**src/rtl/plant_meas_engine.sv**
```systemverilog
// -----------------------------------------------------------------------------
// plant_meas_engine
// Plant-side measurement responder. Accepts one measurement request (phase
// codes + input vector), drives the plant DACs, waits a fixed settle time,
// averages AVG_SAMPLES ADC samples per output channel and returns the result.
//
// Ports
//   clk, rst        system clock, synchronous active-high reset
//   abort           cancel the in-flight measurement (ignored in IDLE except
//                   that it blocks acceptance)
//   req_*           request handshake: phase codes and input vector
//   dac_phase/dac_x registered values to the plant, dac_update 1-cycle strobe
//   adc_valid/data  per-channel ADC samples from the plant
//   rsp_*           response handshake: per-channel averages + saturation flag
// -----------------------------------------------------------------------------
module plant_meas_engine #(
    parameter int unsigned PHASE_WIDTH   = 16,
    parameter int unsigned DATA_WIDTH    = 16,
    parameter int unsigned ADC_WIDTH     = 12,
    parameter int unsigned NUM_PHASES    = 4,
    parameter int unsigned NUM_OUTPUTS   = 2,
    parameter int unsigned SETTLE_CYCLES = 16,
    parameter int unsigned AVG_SAMPLES   = 8
) (
    input  logic                              clk,
    input  logic                              rst,
    input  logic                              abort,
    input  logic                              req_valid,
    output logic                              req_ready,
    input  logic [NUM_PHASES*PHASE_WIDTH-1:0] req_phases,
    input  logic [NUM_OUTPUTS*DATA_WIDTH-1:0] req_x,
    output logic [NUM_PHASES*PHASE_WIDTH-1:0] dac_phase,
    output logic [NUM_OUTPUTS*DATA_WIDTH-1:0] dac_x,
    output logic                              dac_update,
    input  logic                              adc_valid,
    input  logic [NUM_OUTPUTS*ADC_WIDTH-1:0]  adc_data,
    output logic                              rsp_valid,
    input  logic                              rsp_ready,
    output logic [NUM_OUTPUTS*ADC_WIDTH-1:0]  rsp_data,
    output logic                              rsp_saturated
);

    localparam int unsigned PH_BUS_W  = NUM_PHASES * PHASE_WIDTH;
    localparam int unsigned X_BUS_W   = NUM_OUTPUTS * DATA_WIDTH;
    localparam int unsigned ADC_BUS_W = NUM_OUTPUTS * ADC_WIDTH;
    localparam int unsigned AVG_SHIFT = $clog2(AVG_SAMPLES);
    localparam int unsigned ACC_W     = ADC_WIDTH + AVG_SHIFT;
    localparam int unsigned SET_W     = (SETTLE_CYCLES > 1) ? $clog2(SETTLE_CYCLES) : 1;
    localparam int unsigned CNT_W     = (AVG_SAMPLES > 1) ? AVG_SHIFT : 1;

    // Parameter sanity: averaging relies on a plain right shift.
    if (AVG_SAMPLES == 0 || (AVG_SAMPLES & (AVG_SAMPLES - 1)) != 0) begin : g_bad_avg
        $error("plant_meas_engine: AVG_SAMPLES must be a power of 2 and >= 1");
    end
    if (SETTLE_CYCLES == 0) begin : g_bad_settle
        $error("plant_meas_engine: SETTLE_CYCLES must be >= 1");
    end

    typedef enum logic [1:0] {
        ST_IDLE   = 2'd0,
        ST_SETTLE = 2'd1,
        ST_SAMPLE = 2'd2,
        ST_RESP   = 2'd3
    } state_e;

    state_e                 state_q, state_d;
    logic [SET_W-1:0]       settle_cnt_q, settle_cnt_d;
    logic [CNT_W-1:0]       samp_cnt_q, samp_cnt_d;
    logic [ACC_W-1:0]       acc_q [NUM_OUTPUTS];
    logic [ACC_W-1:0]       acc_d [NUM_OUTPUTS];
    logic                   sat_q, sat_d;
    logic [PH_BUS_W-1:0]    dac_phase_q, dac_phase_d;
    logic [X_BUS_W-1:0]     dac_x_q, dac_x_d;
    logic                   dac_update_q, dac_update_d;
    logic                   rsp_valid_q, rsp_valid_d;
    logic [ADC_BUS_W-1:0]   rsp_data_q, rsp_data_d;
    logic                   rsp_sat_q, rsp_sat_d;

    logic [ADC_WIDTH-1:0]   sample_c  [NUM_OUTPUTS];
    logic [ACC_W-1:0]       acc_sum_c [NUM_OUTPUTS];
    logic                   sample_sat_c;
    logic                   req_fire_c;

    // Only IDLE accepts; abort and reset both block the handshake.
    assign req_ready  = (state_q == ST_IDLE) && !abort && !rst;
    assign req_fire_c = req_valid && req_ready;

    // Per-channel sample extraction, running sums and saturation detect.
    always_comb begin
        sample_sat_c = 1'b0;
        for (int k = 0; k < int'(NUM_OUTPUTS); k++) begin
            sample_c[k]  = adc_data[k*ADC_WIDTH +: ADC_WIDTH];
            acc_sum_c[k] = acc_q[k] + ACC_W'(sample_c[k]);
            if (sample_c[k] == '0 || sample_c[k] == '1) begin
                sample_sat_c = 1'b1;
            end
        end
    end

    // Next-state and datapath update.
    always_comb begin
        state_d      = state_q;
        settle_cnt_d = settle_cnt_q;
        samp_cnt_d   = samp_cnt_q;
        sat_d        = sat_q;
        dac_phase_d  = dac_phase_q;
        dac_x_d      = dac_x_q;
        dac_update_d = 1'b0;
        rsp_valid_d  = rsp_valid_q;
        rsp_data_d   = rsp_data_q;
        rsp_sat_d    = rsp_sat_q;
        for (int k = 0; k < int'(NUM_OUTPUTS); k++) begin
            acc_d[k] = acc_q[k];
        end

        unique case (state_q)
            ST_IDLE: begin
                if (req_fire_c) begin
                    dac_phase_d  = req_phases;
                    dac_x_d      = req_x;
                    dac_update_d = 1'b1;
                    settle_cnt_d = SET_W'(SETTLE_CYCLES - 1);
                    samp_cnt_d   = '0;
                    sat_d        = 1'b0;
                    for (int k = 0; k < int'(NUM_OUTPUTS); k++) begin
                        acc_d[k] = '0;
                    end
                    state_d = ST_SETTLE;
                end
            end

            ST_SETTLE: begin
                // ADC traffic during settle is deliberately ignored.
                if (settle_cnt_q == '0) begin
                    state_d = ST_SAMPLE;
                end else begin
                    settle_cnt_d = settle_cnt_q - SET_W'(1);
                end
            end

            ST_SAMPLE: begin
                if (adc_valid) begin
                    for (int k = 0; k < int'(NUM_OUTPUTS); k++) begin
                        acc_d[k] = acc_sum_c[k];
                    end
                    sat_d = sat_q | sample_sat_c;
                    if (samp_cnt_q == CNT_W'(AVG_SAMPLES - 1)) begin
                        // Last sample: result includes this cycle's data.
                        for (int k = 0; k < int'(NUM_OUTPUTS); k++) begin
                            rsp_data_d[k*ADC_WIDTH +: ADC_WIDTH] =
                                ADC_WIDTH'(acc_sum_c[k] >> AVG_SHIFT);
                        end
                        rsp_sat_d   = sat_q | sample_sat_c;
                        rsp_valid_d = 1'b1;
                        state_d     = ST_RESP;
                    end else begin
                        samp_cnt_d = samp_cnt_q + CNT_W'(1);
                    end
                end
            end

            ST_RESP: begin
                if (rsp_ready) begin
                    rsp_valid_d = 1'b0;
                    state_d     = ST_IDLE;
                end
            end

            default: begin
                state_d = ST_IDLE;
            end
        endcase

        // Abort overrides everything outside IDLE; the previous result and the
        // DAC values stay, partial sums are dropped.
        if (abort && (state_q != ST_IDLE)) begin
            state_d     = ST_IDLE;
            rsp_valid_d = 1'b0;
            rsp_data_d  = rsp_data_q;
            rsp_sat_d   = rsp_sat_q;
            sat_d       = 1'b0;
            samp_cnt_d  = '0;
            for (int k = 0; k < int'(NUM_OUTPUTS); k++) begin
                acc_d[k] = '0;
            end
        end
    end

    // State and datapath registers.
    always_ff @(posedge clk) begin
        if (rst) begin
            state_q      <= ST_IDLE;
            settle_cnt_q <= '0;
            samp_cnt_q   <= '0;
            sat_q        <= 1'b0;
            dac_phase_q  <= '0;
            dac_x_q      <= '0;
            dac_update_q <= 1'b0;
            rsp_valid_q  <= 1'b0;
            rsp_data_q   <= '0;
            rsp_sat_q    <= 1'b0;
            for (int k = 0; k < int'(NUM_OUTPUTS); k++) begin
                acc_q[k] <= '0;
            end
        end else begin
            state_q      <= state_d;
            settle_cnt_q <= settle_cnt_d;
            samp_cnt_q   <= samp_cnt_d;
            sat_q        <= sat_d;
            dac_phase_q  <= dac_phase_d;
            dac_x_q      <= dac_x_d;
            dac_update_q <= dac_update_d;
            rsp_valid_q  <= rsp_valid_d;
            rsp_data_q   <= rsp_data_d;
            rsp_sat_q    <= rsp_sat_d;
            for (int k = 0; k < int'(NUM_OUTPUTS); k++) begin
                acc_q[k] <= acc_d[k];
            end
        end
    end

    assign dac_phase     = dac_phase_q;
    assign dac_x         = dac_x_q;
    assign dac_update    = dac_update_q;
    assign rsp_valid     = rsp_valid_q;
    assign rsp_data      = rsp_data_q;
    assign rsp_saturated = rsp_sat_q;

endmodule

```
**config.mk**
```make
export PLATFORM = sky130hd
export DESIGN_NAME = plant_meas_engine
export DESIGN_NICKNAME = d
export VERILOG_FILES = /design/src/rtl/plant_meas_engine.sv
export SDC_FILE = /design/constraint.sdc
export NUM_CORES = 1
export LEC_CHECK = 0
export BUFFER_PORTS_ARGS = -buffer_cell sky130_fd_sc_hd__buf_4
export CORE_ASPECT_RATIO = 0.7
export CORE_MARGIN = 4
export CORE_UTILIZATION = 23
export DETAILED_ROUTE_END_ITERATION = 10
export GPL_TIMING_DRIVEN = 1
export SLEW_MARGIN = 10
export SYNTH_ARGS = -nofsm -noshare
export SYNTH_HDL_FRONTEND = slang
export SYNTH_SLANG_ARGS = --single-unit
```
**constraint.sdc**
```tcl
create_clock -name clk -period 6.2 [get_ports clk]
set_input_delay 0.93 -clock clk [delete_from_list [all_inputs] [get_ports clk]]
set_output_delay 0.93 -clock clk [all_outputs]
set_load 0.02 [all_outputs]
```
==> results_dict.tcl <==
set metrics [dict create \
    ctsResizeCount 0 \
    syn2layout_area_growth_pct 39.3 \
    yosys-top-cells-area "dfxtp_1, nand2_1, a21oi_1" \
    rows 54 \
    synthesis.nets 1058 \
    min_from "dac_phase[3]$_SDFFE_PP0P_" \
    max_slew.worst_pin.slew_ns 1.11 \
    antenna_found_initial 0 \
    syn-instance-count 898 \
    finalSetupViolations 0 \
    dp_hpwl_microns 16600 \
    outcome "finished clean" \
    critPathArrivalTime_ns 3.72 \
    timing.fmax_mhz 294 \
    rsz0062_at_grt "no" \
    place_inst 1523 \
    worstSetupPathType "in -> reg" \
    synth_top_area_share_pct 45.1 \
    cts_made_buffers 17 \
    drt_iter0_markers 402 \
    clock_latency_ns 0.45 \
    place.gp.congestion 0.801 \
    die_area_sq_um 34400 \
    rr_startpoint "state_q[0]$_SDFFE_PP0P_" \
    hold_class "reg -> reg" \
    async_flop_share_pct 0 \
    drt-pass1-iter-count 5 \
    dieWidth_microns 220 \
    worst_setup_path_start_kind "input port" \
    ctsHtreeMaxLevel 4 \
    postRouteAntennaNets 0 \
    synth_top_cell_by_area "dfxtp_1" \
    multi_input_area_sq_um 3720 \
    rr_worst_depth 9 \
    fin_nets 1282 \
    synth_area_sq_um 7230 \
    dieHeight_microns 156 \
    vias_per_cell 4.51 \
    slew_headroom_pct 26.2 \
    cap_violations 0 \
    drive_gt1_share_pct 26.7 \
    fin_skew_ns 0.0157 \
    crit_required_ns 6.52 \
    yosys_warnings 0 \
    syn_avg_cell_area_sq_um 8.05 \
    final_cells 1555 \
    ios 250 \
    hold_viol_final 0 \
    crit_chain "buf_4 > nand4bb_4 > clkinv_2 > o21ai_2 > nor2_1 > and3_1 > a21oi_1 > o311ai_1" \
    cts_root_buf "clkbuf_16" \
    dpl_cell_area_sq_um 9500 \
    start_util_pct 23.3 \
    grt_pass1_vias 6467 \
    num-fill-cells 3320 \
    fin_crit_sh_pct 54.8 \
    cp_max_fo 83 \
    report.final.slew_viol_count 0 \
    drc 0 \
    grt_util_all_layers_pct 13.0 \
    worst-path-stages 8 \
    hold_depth 2 \
    fin_setup_tns_ns 0 \
    startpoint "rst" \
    synth_cell_type_count 64 \
    antenna_cells 0 \
    core_sq_um 31100 \
    wirelength_microns 22800 \
    synth_flop_cell "dfxtp_1" \
    clk_pin_slew_ns 0.06 \
    overflow 0 \
    io_buffer_count 249 \
    leakage_nw 4.11 \
    crit_buf_inv 2 \
    wire_per_inst_microns 14.7 \
    final_common_cell "buf_4" \
    via_count 7013 \
    tritoncts_num_sinks 163 \
    vdd_drop_max_uv 147 \
    ys_ff_latch 163 \
    clock_path_buffers 2 \
    grt_pass1_wl_microns 35100 \
    power_density_nw_per_um2 272 \
    regArea_sq_um 3260 \
    layout_common_cells "buf_4, nand2_1, dfxtp_1" \
    design_area_sq_um 10100 \
    path_delay_family "buffers and inverters" \
    slowest_delay_ns 0.65 \
    hold_ws_ns 0.454 \
    post-cts-setup-buffer-count 0 \
    synth_enable_flop_cells 0 \
    cp_slowest_cell "buf_4" \
    cts_tree "yes" \
    synth_seq_area_share_pct 45.1 \
    grt_max_degree 98 \
    worstSetupEndpointType "register" \
    min_period_ns 3.40 \
    cts_hold_buf 0 \
]
synth_stat cells, types with 10 or more instances:
cell type and n:
a21oi_1 132, a22oi_1 10, clkbuf_1 44, dfxtp_1 163, ha_1 32, inv_1 15
nand2_1 240, nand3_1 10, nor2_1 45, nor3_1 15, o21ai_0 38
cell type report:
class	count	share of cell area (%)
multi-input cells	667	37.0
flip-flops and latches	163	32.4
repair buffers	257	19.2
well taps	420	5.22
clock buffers	19	4.40
clock inverters	13	1.22
inverters	16	0.609
routing by layer:
| metal | routed length [microns] | vias to the layer above | GRT usage [%] | part of all wire, % |
|---|---|---|---|---|
| met4 | 169 | 0 | 3.14 | 0.74 |
| met5 | 0 | - | 0 | 0 |
| met3 | 2090 | 10 | 5.59 | 9.1 |
| met2 | 9980 | 208 | 19.3 | 44 |
| met1 | 10600 | 3246 | 17.4 | 46 |
| li1 | - | 3549 | - | - |
where the power goes:
group	internal (W)	switching (W)
sequential	0.00110	0.0000351
clock	0.000568	0.000471
combinational	0.000218	0.000342
total	0.00189	0.000849
path summary, 6_finish.rpt:
kind                               endpoint  slack [ns]
hold / removal    dac_phase[3]$_SDFFE_PP0P_        0.45
setup / recovery  acc_q[0][13]$_SDFFE_PP0P_        2.80
hold reg to reg   dac_phase[3]$_SDFFE_PP0P_        0.45
setup reg to reg  acc_q[0][13]$_SDFFE_PP0P_        3.29
metrics by stage:
stage | power [W] | setup WS, ns | utilization [%]
floorplan | 0.00149 | 3.27 | -
global placement | 0.00172 | 2.32 | 30.6
detailed placement | 0.00172 | 2.28 | 30.6
CTS | 0.00279 | 2.76 | 32.4
global route | 0.00289 | 2.48 | 32.4
finish | 0.00274 | 2.80 | 32.4
cells by family after synthesis:
logic type	count (synthesis)	share of synthesized area [%]
AO/OA/AOI/OAI	232	19.4
XOR/XNOR	17	2.06
adder cells (fa/ha/maj)	34	6.09
buffers and inverters	68	3.58
flip-flops	163	45.1
multiplexers	2	0.277
AND/OR/NAND/NOR	382	23.5
registers in the layout (all words and copies together), names as in the netlist:
| register | cells |
|---|---|
| dac_x | 32 |
| sat_q | 1 |
| dac_phase | 64 |
| samp_cnt_q | 3 |
| rsp_saturated | 1 |
| state_q | 2 |
| acc_q | 30 |
| rsp_valid | 1 |
| dac_update | 1 |
| settle_cnt_q | 4 |
| rsp_data | 24 |
worst min-delay path: stages, from the launching register on:
cell and delay, ns:
dfxtp_1 0.31, nand2_1 0.05, a21oi_1 0.05
No activity file was read; power rests on OpenSTA's default activity.
